[config.mk]
export PLATFORM = sky130hd
export DESIGN_NAME = ff_bank_shift_flat
export DESIGN_NICKNAME = d
export VERILOG_FILES = /design/src/rtl/ff_bank_shift_if.sv /design/src/rtl/ff_bank_shift.sv /design/src/flat_wrapper.sv
export SDC_FILE = /design/constraint.sdc
export NUM_CORES = 1
export LEC_CHECK = 0
export BUFFER_PORTS_ARGS = -buffer_cell sky130_fd_sc_hd__buf_4
export CAP_MARGIN = 15
export CORE_ASPECT_RATIO = 1.4
export CORE_UTILIZATION = 36
export CTS_CLUSTER_DIAMETER = 30
export CTS_CLUSTER_SIZE = 24
export DETAILED_ROUTE_END_ITERATION = 10
export PLACE_DENSITY_LB_ADDON = 0.15
export SETUP_SLACK_MARGIN = 0.15
export SYNTH_ARGS = -nofsm -noshare
export SYNTH_HDL_FRONTEND = slang
export SYNTH_SLANG_ARGS = --single-unit
[constraint.sdc]
create_clock -name clk -period 1.7 [get_ports clk]
set_input_delay 0.085 -clock clk [delete_from_list [all_inputs] [get_ports clk]]
set_output_delay 0.085 -clock clk [all_outputs]
set_load 0.005 [all_outputs]
[src/rtl/ff_bank_shift_if.sv]
// Handshake-free control/data bundle for the ff_bank_shift register bank.
// master drives controls and data, slave (the bank) drives state and flags.
interface ff_bank_shift_if #(
  parameter int WIDTH = 8
);
  logic             en;
  logic [1:0]       mode;
  logic [WIDTH-1:0] D;
  logic             ser_in;
  logic [WIDTH-1:0] Q;
  logic [WIDTH-1:0] Qn;
  logic             ser_out;
  logic [WIDTH-1:0] rise;
  logic [WIDTH-1:0] fall;
  logic             changed;

  modport master (
    output en, mode, D, ser_in,
    input  Q, Qn, ser_out, rise, fall, changed
  );

  modport slave (
    input  en, mode, D, ser_in,
    output Q, Qn, ser_out, rise, fall, changed
  );
endinterface

[src/rtl/ff_bank_shift.sv]
// WIDTH-bit register bank: hold / parallel load / shift left / shift right,
// with registered complement, serial tap and single-cycle per-bit edge flags.
module ff_bank_shift #(
  parameter int          WIDTH     = 8,
  parameter logic [31:0] RESET_VAL = 32'h0,
  parameter bit          MSB_FIRST = 1'b1
) (
  input  logic          clk,
  input  logic          rst,
  ff_bank_shift_if.slave bus
);

  localparam logic [WIDTH-1:0] RST_Q = RESET_VAL[WIDTH-1:0];

  typedef enum logic [1:0] {
    MODE_HOLD = 2'b00,
    MODE_LOAD = 2'b01,
    MODE_SHL  = 2'b10,
    MODE_SHR  = 2'b11
  } mode_e;

  logic [WIDTH-1:0] q_r;
  logic [WIDTH-1:0] qn_r;
  logic [WIDTH-1:0] rise_r;
  logic [WIDTH-1:0] fall_r;
  logic             changed_r;
  logic [WIDTH-1:0] nxt;

  always_comb begin
    nxt = q_r;
    case (mode_e'(bus.mode))
      MODE_HOLD: nxt = q_r;
      MODE_LOAD: nxt = bus.D;
      MODE_SHL:  nxt = {q_r[WIDTH-2:0], bus.ser_in};
      MODE_SHR:  nxt = {bus.ser_in, q_r[WIDTH-1:1]};
      default:   nxt = q_r;
    endcase
  end

  // Qn is its own flop so it never glitches relative to Q.
  always_ff @(posedge clk or posedge rst) begin
    if (rst) begin
      q_r       <= RST_Q;
      qn_r      <= ~RST_Q;
      rise_r    <= '0;
      fall_r    <= '0;
      changed_r <= 1'b0;
    end else if (bus.en) begin
      q_r       <= nxt;
      qn_r      <= ~nxt;
      rise_r    <= nxt & ~q_r;
      fall_r    <= ~nxt & q_r;
      changed_r <= |(nxt ^ q_r);
    end else begin
      rise_r    <= '0;
      fall_r    <= '0;
      changed_r <= 1'b0;
    end
  end

  assign bus.Q       = q_r;
  assign bus.Qn      = qn_r;
  assign bus.rise    = rise_r;
  assign bus.fall    = fall_r;
  assign bus.changed = changed_r;
  assign bus.ser_out = MSB_FIRST ? q_r[WIDTH-1] : q_r[0];

  mode_known_a: assert property (@(posedge clk) disable iff (rst)
    bus.en |-> !$isunknown(bus.mode));

endmodule
[src/flat_wrapper.sv]
// flat-port wrapper written by rule: the top's interface ports become plain ports
module ff_bank_shift_flat 
#(
  parameter int          WIDTH     = 8,
  parameter logic [31:0] RESET_VAL = 32'h0,
  parameter bit          MSB_FIRST = 1'b1
)
  (clk, rst, bus_en, bus_mode, bus_D, bus_ser_in, bus_Q, bus_Qn, bus_ser_out, bus_rise, bus_fall, bus_changed);
  ff_bank_shift_if #(.WIDTH(WIDTH)) bus_i ();
  input  logic clk;
  input  logic rst;
  input wire logic [$bits(bus_i.en)-1:0] bus_en;
  input wire logic [$bits(bus_i.mode)-1:0] bus_mode;
  input wire logic [$bits(bus_i.D)-1:0] bus_D;
  input wire logic [$bits(bus_i.ser_in)-1:0] bus_ser_in;
  output wire logic [$bits(bus_i.Q)-1:0] bus_Q;
  output wire logic [$bits(bus_i.Qn)-1:0] bus_Qn;
  output wire logic [$bits(bus_i.ser_out)-1:0] bus_ser_out;
  output wire logic [$bits(bus_i.rise)-1:0] bus_rise;
  output wire logic [$bits(bus_i.fall)-1:0] bus_fall;
  output wire logic [$bits(bus_i.changed)-1:0] bus_changed;
  assign bus_i.en = bus_en;
  assign bus_i.mode = bus_mode;
  assign bus_i.D = bus_D;
  assign bus_i.ser_in = bus_ser_in;
  assign bus_Q = bus_i.Q;
  assign bus_Qn = bus_i.Qn;
  assign bus_ser_out = bus_i.ser_out;
  assign bus_rise = bus_i.rise;
  assign bus_fall = bus_i.fall;
  assign bus_changed = bus_i.changed;
  ff_bank_shift #(.WIDTH(WIDTH), .RESET_VAL(RESET_VAL), .MSB_FIRST(MSB_FIRST)) u_core (.clk(clk), .rst(rst), .bus(bus_i));
endmodule
; After elaboration in Yosys (flattened, before gate mapping)
; Index checks and enable logic that the tools add are counted.
[word_totals]
word_cells = 19
out_inout_bits = 34
regBits = 33
[classes]
n_eq_ne = 3
bitwise_logic = 5
n_reduce_logical = 2
muxes = 4
[op_table]
columns = cell, count
row1 = one-hot mux 8 bit (4 select lines), 1
row2 = AND 8 bit, 2
row3 = two-way mux 8 bit, 2
row4 = inverter 8 bit, 2
row5 = OR reduction 8 bit, 1
row6 = XOR 8 bit, 1
row7 = "== test 2 bit, second input constant", 2
row8 = "== test 2 x 1 -> 1 bit, second input constant", 1
row9 = zero test 2 bit, 1
row10 = two-way mux 1 bit, 1

; Depth between registers and ports, before layout
[depth]
ltp_word = 5
depth_mapped = 5
ltp_nobuf = 4

; Least setup slack after synthesis
; Ideal clock, no wire load.
[synth_path]
kind = flip-flop to flip-flop
from = register u_core.q_r[3], in the netlist u_core.bus.Q[3]
to = register u_core.changed_r, in the netlist u_core.bus.changed
stages_incl_launch_ff = 5
required_time_ps = 1581
slack_ps = 108
arrival_ps = 1473
path_cell_list = dfrtp_1 > mux4_2 > ha_1 > nand4_1 > o21a_1
[synth_via]
elab_chain_cells = 4
[synth_rtl]
columns = element, line
row1 = "start, declared", ff_bank_shift.sv:22  ; logic [WIDTH-1:0] q_r;
row2 = "start signal, assigned", ff_bank_shift.sv:49  ; q_r <= nxt;
row3 = one-hot mux 8 bit (4 select lines), ff_bank_shift.sv:31  ; case (mode_e'(bus.mode))
row4 = net u_core.nxt[2], ff_bank_shift.sv:27  ; logic [WIDTH-1:0] nxt;
row5 = XOR 8 bit, ff_bank_shift.sv:53  ; changed_r <= |(nxt ^ q_r);
row6 = OR reduction 8 bit, ff_bank_shift.sv:53
row7 = two-way mux 1 bit, ff_bank_shift.sv:48  ; end else if (bus.en) begin
row8 = "end signal, assigned", ff_bank_shift.sv:53
row9 = "end, declared", ff_bank_shift.sv:26  ; logic changed_r;
; The timed path passes the listed nets, and every way through them passes these cells.
; A chain may end at the register's enable or synchronous reset.

; Worst setup path after layout
[layout_path]
from = register u_core.q_r[1], in the netlist u_core.bus.Q[1]
to = register u_core.changed_r, in the netlist u_core.bus.changed
; The elaborated chain is that of the path after synthesis.

==> impl_metrics.env <==
export IMPL_power_internal_uw=2220
export IMPL_synth_warnings=0
export IMPL_syn_cell_area_um2=1640
export IMPL_min_path_type="input port to register"
export IMPL_syn_area_per_cell_um2=13.2
export IMPL_die_y_um=81.8
export IMPL_htreeDepth=2
export IMPL_ant_nets=0
export IMPL_clk_latency_ns=0.29
export IMPL_finalSetupTns_ns=0
export IMPL_rsz0062_at_grt="true"
export IMPL_antenna_found_initial=0
export IMPL_place_area_um2=2130
export IMPL_grt_overflow_total=0
export IMPL_grt_usage_pct=16.7
export IMPL_post_synth_num_cell_types=15
export IMPL_vias=1140
export IMPL_powerDensity_nw_per_um2=1340
export IMPL_worst_hold_slack_ns=0.228
export IMPL_grt_pass1_vias=1215
export IMPL_gp_congestion=0.742
export IMPL_ys_seq_area_share_pct=51.1
export IMPL_root_buffer="clkbuf_8"
export IMPL_fin_crit_ns=1.65
export IMPL_syn_to_final_growth_pct=44.7
export IMPL_dieWidth_um=59.0
export IMPL_path_class="register to register"
export IMPL_p_leak_uw=0.00120
export IMPL_hold_viol_final=0
export IMPL_finalCritPeriodShare_pct=96.9
export IMPL_combPwrFrac_pct=43.6
export IMPL_p_total_uw=3180
export IMPL_pwr_share_seq_pct=35.8
export IMPL_crit_required_ns=1.87
export IMPL_syn_nets=154
export IMPL_grt_max_degree=42
export IMPL_worst_ep_arrival_time_ns=1.82
export IMPL_drc=0
export IMPL_ys_seq_elements=33
export IMPL_drive_gt1_share_pct=56.0
export IMPL_core_um2=4310
export IMPL_numCtsBuffers=5
export IMPL_portBuffers=47
export IMPL_drv_slew=0
export IMPL_fmax_mhz=607
export IMPL_synth_area_leaders="dfrtp_1 38%, dfstp_2 13%, ha_1 12%, mux4_2 11%, mux2_4 7.3%"
export IMPL_fin_area_um2=2370
export IMPL_fillerInstances=379
export IMPL_first_pass_iters=2
export IMPL_grt_pass1_wl_um=5730
export IMPL_maxCapViolCount=0
export IMPL_cts_sinks=33
export IMPL_synth_top_area_share_pct=38.2
export IMPL_startpoint_type="register"
export IMPL_hpwl_um=2400
export IMPL_vias_per_cell=4.51
export IMPL_synth_top_area_cell="dfrtp_1"
export IMPL_swShare_pct=30.2
export IMPL_num_rows=28
export IMPL_routed_wl_um=3520
export IMPL_die_area_um2=4820
export IMPL_worst_pin_slew_ns=0.422
export IMPL_drtIter0Drc=26
export IMPL_nets=222
export IMPL_clock_skew_ns=0.00510
export IMPL_slew_headroom_pct=71.8
export IMPL_outcome="complete, no violations"
export IMPL_cts_tree="built"
export IMPL_path_clk_slew_ns=0.07
export IMPL_initial_core_util_pct=38.0
export IMPL_clockBufferDepth=2
export IMPL_p_sw_uw=962
export IMPL_cp_max_fo=5
export IMPL_ir_drop_v=0.000585
export IMPL_end_kind="register"
export IMPL_wl_per_cell_um=13.9
export IMPL_antenna_cells=0
export IMPL_clkPwrFrac_pct=20.6
export IMPL_setup_viol=0
export IMPL_synthCells=124
export IMPL_pin_count=48
## worst max-delay path, cell delays in order, from the launching register on
cell	delay [ns]
dfrtp_1	0.42
mux4_2	0.54
ha_4	0.29
nand4_1	0.09
o21a_1	0.20
## cell families (layout without fill, tap and decap cells)
group / Yosys count / in the layout / synth area share, %
multiplexers: 16 / 16 / 18.3
AND/OR/NAND/NOR: 26 / 26 / 8.72
adder cells (fa/ha/maj): 16 / 16 / 12.2
flip-flops: 33 / 33 / 51.1
buffers and inverters: 24 / 93 / 6.73
AO/OA/AOI/OAI: 9 / 9 / 2.91
## per-stage QoR
stage          instances  util [%]  setup WS [ns]
6_report             253      55.0         0.0527
5_1_grt              253      55.0         0.0219
4_1_cts              251      54.0         0.0670
3_5_place_dp         236      49.5         0.0296
3_3_place_gp         236      49.5         0.0842
2_1_floorplan        124         -          0.108
## metal layers
layer  wire length, um  up-vias  GRT usage (%)
li1                  -      543              -
met1              1450      558           19.5
met2              1850       33           28.4
met3               151        6           4.41
met4                61        0           7.14
met5                 0        -              0
## state kept, by name, summed over array words and instances, names as in the netlist
| signal | cells |
|---|---|
| u_core.bus.Q | 8 |
| u_core.bus.Qn | 8 |
| u_core.bus.changed | 1 |
| u_core.bus.fall | 8 |
| u_core.bus.rise | 8 |
## power by group through the flow
| stage | Combinational (uW) | Clock, uW | Sequential [uW] |
|---|---|---|---|
| 6_report | 1390 | 655 | 1140 |
| 2_1_floorplan | 542 | 0 | 1190 |
| 3_5_place_dp | 1210 | 0 | 1160 |
| 3_3_place_gp | 1180 | 0 | 1140 |
| 4_1_cts | 1350 | 677 | 1140 |
| 5_1_grt | 1530 | 712 | 1170 |
## cell type report
class / instances / area (um^2) / share of cell area [%]
Clock inverter: 1 / 5.00 / 0.211
Multi-Input combinational cell: 67 / 768 / 32.4
Timing Repair Buffer: 68 / 520 / 22.0
Inverter: 17 / 66.3 / 2.80
Clock buffer: 7 / 96.3 / 4.07
Sequential cell: 33 / 837 / 35.3
Tap cell: 60 / 75.1 / 3.17
## synthesized netlist by cell type (all sizes together)
cell / n
nor2: 8
a21oi: 8
nand4: 2
inv: 17
o21a: 1
ha: 16
clkbuf: 3
mux4: 8
and2: 16
mux2: 8
dfrtp: 25
buf: 4
dfstp: 8
## worst paths after layout
path / slack [ns] / cells past startpoint / to / startpoint
max: 0.05 / 4 / u_core.bus.changed / u_core.bus.Q[1]
min: 0.23 / 3 / u_core.bus.Qn[5] / bus_en
max reg2reg: 0.05 / 4 / u_core.bus.changed / u_core.bus.Q[1]
min reg2reg: 0.49 / 2 / u_core.bus.Qn[5] / u_core.bus.Qn[5]
max in group asynchronous: 0.92 / 4 / u_core.bus.Qn[0] / rst
min in group asynchronous: 0.45 / 4 / u_core.bus.rise[3] / rst
## cell usage in the layout, fill, tap and decap left out, drive strengths merged
cell type,synthesis,layout
a21oi,8,8
dfrtp,25,25
mux2,8,8
clkbuf,3,7
dlygate4sd3,0,1
and2,16,16
inv,17,17
dfstp,8,8
o21a,1,1
mux4,8,8
nand4,2,2
buf,4,67
nor2,8,8
clkinv,0,1
ha,16,16
## what timing repair did
item,4_1_cts,5_1_grt
pin swaps,2,0
hold buffers,1,0
hold endpoints to repair,25,0
buffers inserted,6,2
gates resized for setup,4,7
endpoints found under the setup margin,1,3
No activity file was read; power rests on OpenSTA's default activity.
